File: src/rtl/dmem_arb_pkg.sv
// dmem_arb_pkg: shared state/owner encodings and default widths for the dmem port arbiter.
package dmem_arb_pkg;
    localparam int ADDR_W_DEF   = 12;
    localparam int DATA_W_DEF   = 32;
    localparam int MAX_WAIT_DEF = 4;
    localparam int CNT_W        = 4;

    typedef enum logic [1:0] {
        IDLE  = 2'd0,
        ISSUE = 2'd1,
        WAIT  = 2'd2,
        RESP  = 2'd3
    } state_e;

    localparam logic OWN_P = 1'b0;
    localparam logic OWN_H = 1'b1;
endpackage

File: src/rtl/dmem_arb_pick.sv
// dmem_arb_pick: fixed-priority P/H winner select with a saturating starvation counter
// that forces an H grant after MAX_WAIT consecutive losses.
module dmem_arb_pick
    import dmem_arb_pkg::*;
#(
    parameter int MAX_WAIT = MAX_WAIT_DEF
) (
    input  logic clock,
    input  logic reset,
    input  logic p_req,
    input  logic h_req,
    input  logic arb_en,
    input  logic grant_owner,
    output logic winner
);
    logic [CNT_W-1:0] cnt_q, cnt_d;
    logic             starved;

    assign starved = cnt_q == CNT_W'(MAX_WAIT);
    assign winner  = h_req & (~p_req | starved);

    // Counter only moves on arbitration cycles; an H grant or an idle H line clears it.
    always_comb
        cnt_d = !arb_en                            ? cnt_q :
                (!h_req || grant_owner == OWN_H)   ? '0 :
                starved                            ? cnt_q : cnt_q + CNT_W'(1);

    always_ff @(posedge clock or posedge reset)
        if (reset) cnt_q <= '0;
        else       cnt_q <= cnt_d;
endmodule

File: src/rtl/dmem_port_arbiter.sv
// dmem_port_arbiter: shares a one-cycle-read single-port dmem between processor (P) and
// host (H) using fixed four-cycle IDLE/ISSUE/WAIT/RESP transactions.
module dmem_port_arbiter
    import dmem_arb_pkg::*;
#(
    parameter int ADDR_W   = ADDR_W_DEF,
    parameter int DATA_W   = DATA_W_DEF,
    parameter int MAX_WAIT = MAX_WAIT_DEF
) (
    input  logic              clock,
    input  logic              reset,
    input  logic              p_req,
    input  logic              p_wren,
    input  logic [ADDR_W-1:0] p_addr,
    input  logic [DATA_W-1:0] p_data,
    output logic              p_ack,
    output logic [DATA_W-1:0] p_q,
    input  logic              h_req,
    input  logic              h_wren,
    input  logic [ADDR_W-1:0] h_addr,
    input  logic [DATA_W-1:0] h_data,
    output logic              h_ack,
    output logic [DATA_W-1:0] h_q,
    output logic [ADDR_W-1:0] mem_address,
    output logic [DATA_W-1:0] mem_data,
    output logic              mem_wren,
    input  logic [DATA_W-1:0] mem_q,
    output logic              busy,
    output logic              owner
);
    state_e            state_q;
    logic [ADDR_W-1:0] addr_q;
    logic [DATA_W-1:0] data_q, pq_q, hq_q;
    logic              wren_q, mem_wren_q, p_ack_q, h_ack_q, busy_q, owner_q;
    logic              winner;

    dmem_arb_pick #(.MAX_WAIT(MAX_WAIT)) u_pick (
        .clock       (clock),
        .reset       (reset),
        .p_req       (p_req),
        .h_req       (h_req),
        .arb_en      (state_q == IDLE),
        .grant_owner (winner),
        .winner      (winner)
    );

    assign mem_address = addr_q;
    assign mem_data    = data_q;
    assign mem_wren    = mem_wren_q;
    assign p_ack       = p_ack_q;
    assign h_ack       = h_ack_q;
    assign p_q         = pq_q;
    assign h_q         = hq_q;
    assign busy        = busy_q;
    assign owner       = owner_q;

    // Outputs are registered: each is set on the edge entering the state it belongs to.
    always_ff @(posedge clock or posedge reset)
        if (reset) begin
            state_q    <= IDLE;
            addr_q     <= '0;
            data_q     <= '0;
            wren_q     <= 1'b0;
            mem_wren_q <= 1'b0;
            p_ack_q    <= 1'b0;
            h_ack_q    <= 1'b0;
            pq_q       <= '0;
            hq_q       <= '0;
            busy_q     <= 1'b0;
            owner_q    <= OWN_P;
        end else begin
            p_ack_q    <= 1'b0;
            h_ack_q    <= 1'b0;
            mem_wren_q <= 1'b0;
            case (state_q)
                IDLE:
                    if (p_req || h_req) begin
                        owner_q    <= winner;
                        addr_q     <= winner ? h_addr : p_addr;
                        data_q     <= winner ? h_data : p_data;
                        wren_q     <= winner ? h_wren : p_wren;
                        mem_wren_q <= winner ? h_wren : p_wren;
                        busy_q     <= 1'b1;
                        state_q    <= ISSUE;
                    end
                ISSUE:
                    state_q <= WAIT;
                WAIT: begin
                    if (!wren_q && owner_q == OWN_H) hq_q <= mem_q;
                    if (!wren_q && owner_q == OWN_P) pq_q <= mem_q;
                    p_ack_q <= owner_q == OWN_P;
                    h_ack_q <= owner_q == OWN_H;
                    state_q <= RESP;
                end
                RESP: begin
                    busy_q  <= 1'b0;
                    state_q <= IDLE;
                end
            endcase
        end
endmodule

File: config.mk
export PLATFORM = sky130hd
export DESIGN_NAME = dmem_port_arbiter
export DESIGN_NICKNAME = d
export VERILOG_FILES = /design/src/rtl/dmem_arb_pkg.sv /design/src/rtl/dmem_arb_pick.sv /design/src/rtl/dmem_port_arbiter.sv
export SDC_FILE = /design/constraint.sdc
export NUM_CORES = 1
export LEC_CHECK = 0
export BUFFER_PORTS_ARGS = -buffer_cell sky130_fd_sc_hd__buf_2
export CORE_UTILIZATION = 49
export CTS_BUF_LIST = sky130_fd_sc_hd__clkbuf_4 sky130_fd_sc_hd__clkbuf_8
export DETAILED_ROUTE_END_ITERATION = 10
export GPL_TIMING_DRIVEN = 0
export PLACE_DENSITY = 0.83
export SYNTH_ARGS = -nofsm -noshare
export SYNTH_HDL_FRONTEND = slang
export SYNTH_HIERARCHICAL = 1
export SYNTH_SLANG_ARGS = --single-unit
File: constraint.sdc
create_clock -name clock -period 4.6 [get_ports clock]
set_input_delay 0.69 -clock clock [delete_from_list [all_inputs] [get_ports clock]]
set_output_delay 0.69 -clock clock [all_outputs]
set_load 0.01 [all_outputs]
==> run_results.csv <==
group,metric,value,unit
status,outcome,"finished, final reports clean",
clock_tree,clock_latency,0.42,ns
setup_path,arrival,2.57,ns
global_routing,grt_max_degree,64,
sta,report.final.slew_viol_count,0,
global_routing,grt_pass1_wl,18.69,mm
final_layout,syn2layout_area_growth,34.60,%
clock_tree,post-cts-setup-buffer-count,0,
drt,wl_met3,583,um
pwr,p_leak,3.485,nW
drt,vias,3647,
setup_path,r2r_slack,2.34,ns
setup_path,crit_required,4.91,ns
min_path,hp-class,"in2async",
drt,ant_nets,0,
drt,drc_errors,0,
yosys,syn-cell-area,5255,um2
drt,routed_via_density,4.935,
drt,wl_met2,6.175,mm
drt,highest_layer,"met4",
final_layout,final_nets,722,
yosys,avgSynthCellArea,15.83,um2
final_layout,layout-drive-gt1-share,73.47,%
setup_path,cp_max_fo,10,
sta,hold_slack,0.1705,ns
yosys,synth_top_area_share,57.14,%
clock_tree,cts_hold_buf,0,
sta,skew,0.009766,ns
global_routing,first_global_vias,3781,
floorplan,dieArea,11140,um2
clock_tree,cts_tree,"built",
pwr,irDropWorstVdd,0.3757,mV
sta,hold_viol,0,
clock_tree,cts_root_buffer,"clkbuf_8",
clock_tree,max-clock-path-buffers,2,
setup_path,endpoint_kind,"register",
yosys,synthDistinctLibCells,26,
floorplan,rows,37,
sta,fin_crit_sh,49.22,%
drt,drt-pass1-iter-count,4,
clock_tree,clkSinkCount,120,
yosys,yosysWarnings,6,
place,dp_hpwl,8.848,mm
sta,finalCriticalPeriod,2.264,ns
floorplan,die_y,105.6,um
clock_tree,cts_buffers,17,
drt,wl_met1,4.488,mm
clock_tree,cts-resized-gates,0,
drt,drt_iter0_drc,105,
setup_path,r2r_start,"u_pick/cnt_q[0]$_DFFE_PP0P_",
clock_tree,htreeDepth,4,
floorplan,initial_core_util,50.68,%
setup_path,crit_type,"reg2reg",
yosys,synth.area.top_cells,"dfrtp_1, mux2_2, buf_6",
setup_path,startpoint_type,"register",
sta,fmax,441.7,MHz
place,dp_cells,707,
final_layout,final_util,68.21,%
yosys,yosys.area.top_type,"dfrtp_1",
setup_path,reg2reg_depth,8,
global_routing,grt.total_usage,22.14,%
final_layout,diodes,0,
floorplan,core,10370,um2
yosys,syn-num-nets,464,
final_layout,layout.cells.non_filler,739,
clock_tree,path_clk_slew,0.07,ns
sta,worstMarginPinSlew,0.6722,ns
yosys,yosysSeqAreaShare,57.14,%
job,max_cap_violations,0,
sta,rsz0062_at_grt,"false",
drt,drt-wirelength-per-cell,15.70,um
setup_path,reg2reg_to,"mem_data[9]$_DFFE_PP0P_",
floorplan,die_w,105.6,um
drt,routed_wl,11.60,mm
place,gp_congestion,0.7410,
global_routing,globalRouteOverflowTotal,0,
pwr,p_per_area,676.8,nW/um2
floorplan,ios,239,
yosys,ys_ff_latch,120,
sta,maxSlewHeadroom,55.18,%
sta,final-setup-viol-count,0,
yosys,postSynthCellCount,332,
global_routing,grt_antenna_before_repair,0,
place,io_buffers,238,
## how the worst max path moves through the flow
stage | slack, ns | start | depth (start not counted) | end
floorplan | 0.84 | reset | 1 | busy$_DFFE_PP0P_
detailed placement | 2.24 | h_req | 6 | mem_data[30]$_DFFE_PP0P_
finish | 2.34 | u_pick/cnt_q[0]$_DFFE_PP0P_ | 8 | mem_data[9]$_DFFE_PP0P_
global route | 2.18 | u_pick/cnt_q[1]$_DFFE_PP0P_ | 8 | mem_data[30]$_DFFE_PP0P_
CTS | 2.34 | u_pick/cnt_q[1]$_DFFE_PP0P_ | 8 | mem_data[22]$_DFFE_PP0P_
global placement | -0.27 | reset | 2 | mem_data[31]$_DFFE_PP0P_
## cell families (layout without fill, tap and decap cells)
| group | count (synthesis) | after routing | share of synthesized area [%] |
|---|---|---|---|
| compound gates | 10 | 10 | 1.500 |
| fa+ha+maj | 6 | 6 | 1.429 |
| buf+inv | 23 | 294 | 3.571 |
| flops | 120 | 120 | 57.14 |
| mux | 158 | 158 | 33.79 |
| simple gates | 15 | 15 | 2.571 |
## synthesized netlist by cell type (all sizes together)
cell type,number
nand4bb,1
dfrtp,120
a22o,2
a21oi,2
mux2i,3
buf,15
and2,1
nor3b,3
nand3b,2
nand2b,2
inv,8
and3,1
ha,6
nor2,2
a21boi,1
o21ai,3
and4b,1
mux2,155
a31o,1
nor2b,2
o311ai,1
## per-layer routing
layer	GRT usage, %	vias to the layer above
li1	-	1707
met1	24.97	1778
met2	38.67	132
met3	4.947	30
met4	12.60	0
met5	0	-
## critical path: stages (launching register included)
cell and delay (ns):
dfrtp_1 0.41, inv_1 0.08, ha_1 0.19, nand3b_4 0.10, a21boi_0 0.35, buf_6 0.23, buf_6 0.17, mux2_2 0.36
mux2_2 0.26
## state kept, by name (all words and copies together) (netlist names)
register      flops
busy              1
h_ack             1
h_q              32
mem_address      12
mem_data         32
mem_wren          1
owner             1
p_ack             1
p_q              32
state_q           2
u_pick/cnt_q      4
wren_q            1
## where the power goes
part           switching, mW  internal [mW]
registers              0.259           1.59
logic                  0.887           1.04
clock network          0.411          0.599
## stage by stage
step	area [um2]	setup TNS, ns	worst slack, ns	total power, mW
after global routing	7073	0	2.181	5.071
after floorplan	5255	0	0.8376	3.030
after CTS	7073	0	2.341	4.857
after global placement	6616	-30.95	-0.2746	3.730
after detailed placement	6646	0	2.243	3.825
final	7073	0	2.336	4.787
## cell usage in the layout (no fill, tap or decap), drive strengths merged, types with 2 or more instances in the layout
cell type    n
nor2         2
inv          9
nor2b        2
ha           6
nand3b       2
buf        254
clkinv       6
o21ai        3
a22o         2
clkbuf      19
dfrtp      120
nor3b        3
a21oi        2
mux2       155
bufinv       4
clkinvlp     2
nand2b       2
mux2i        3
## cell type report
cell class | count | area [um2]
inverter | 8 | 32.53
clock buffer | 19 | 249.0
fill | 764 | 3297
clock inverter | 13 | 177.7
sequential | 120 | 3003
buffer | 15 | 157.7
multi-input combinational | 189 | 2064
tap | 136 | 170.2
timing repair buffer | 239 | 1219
Note: power is estimated with default switching activity, not from simulation.
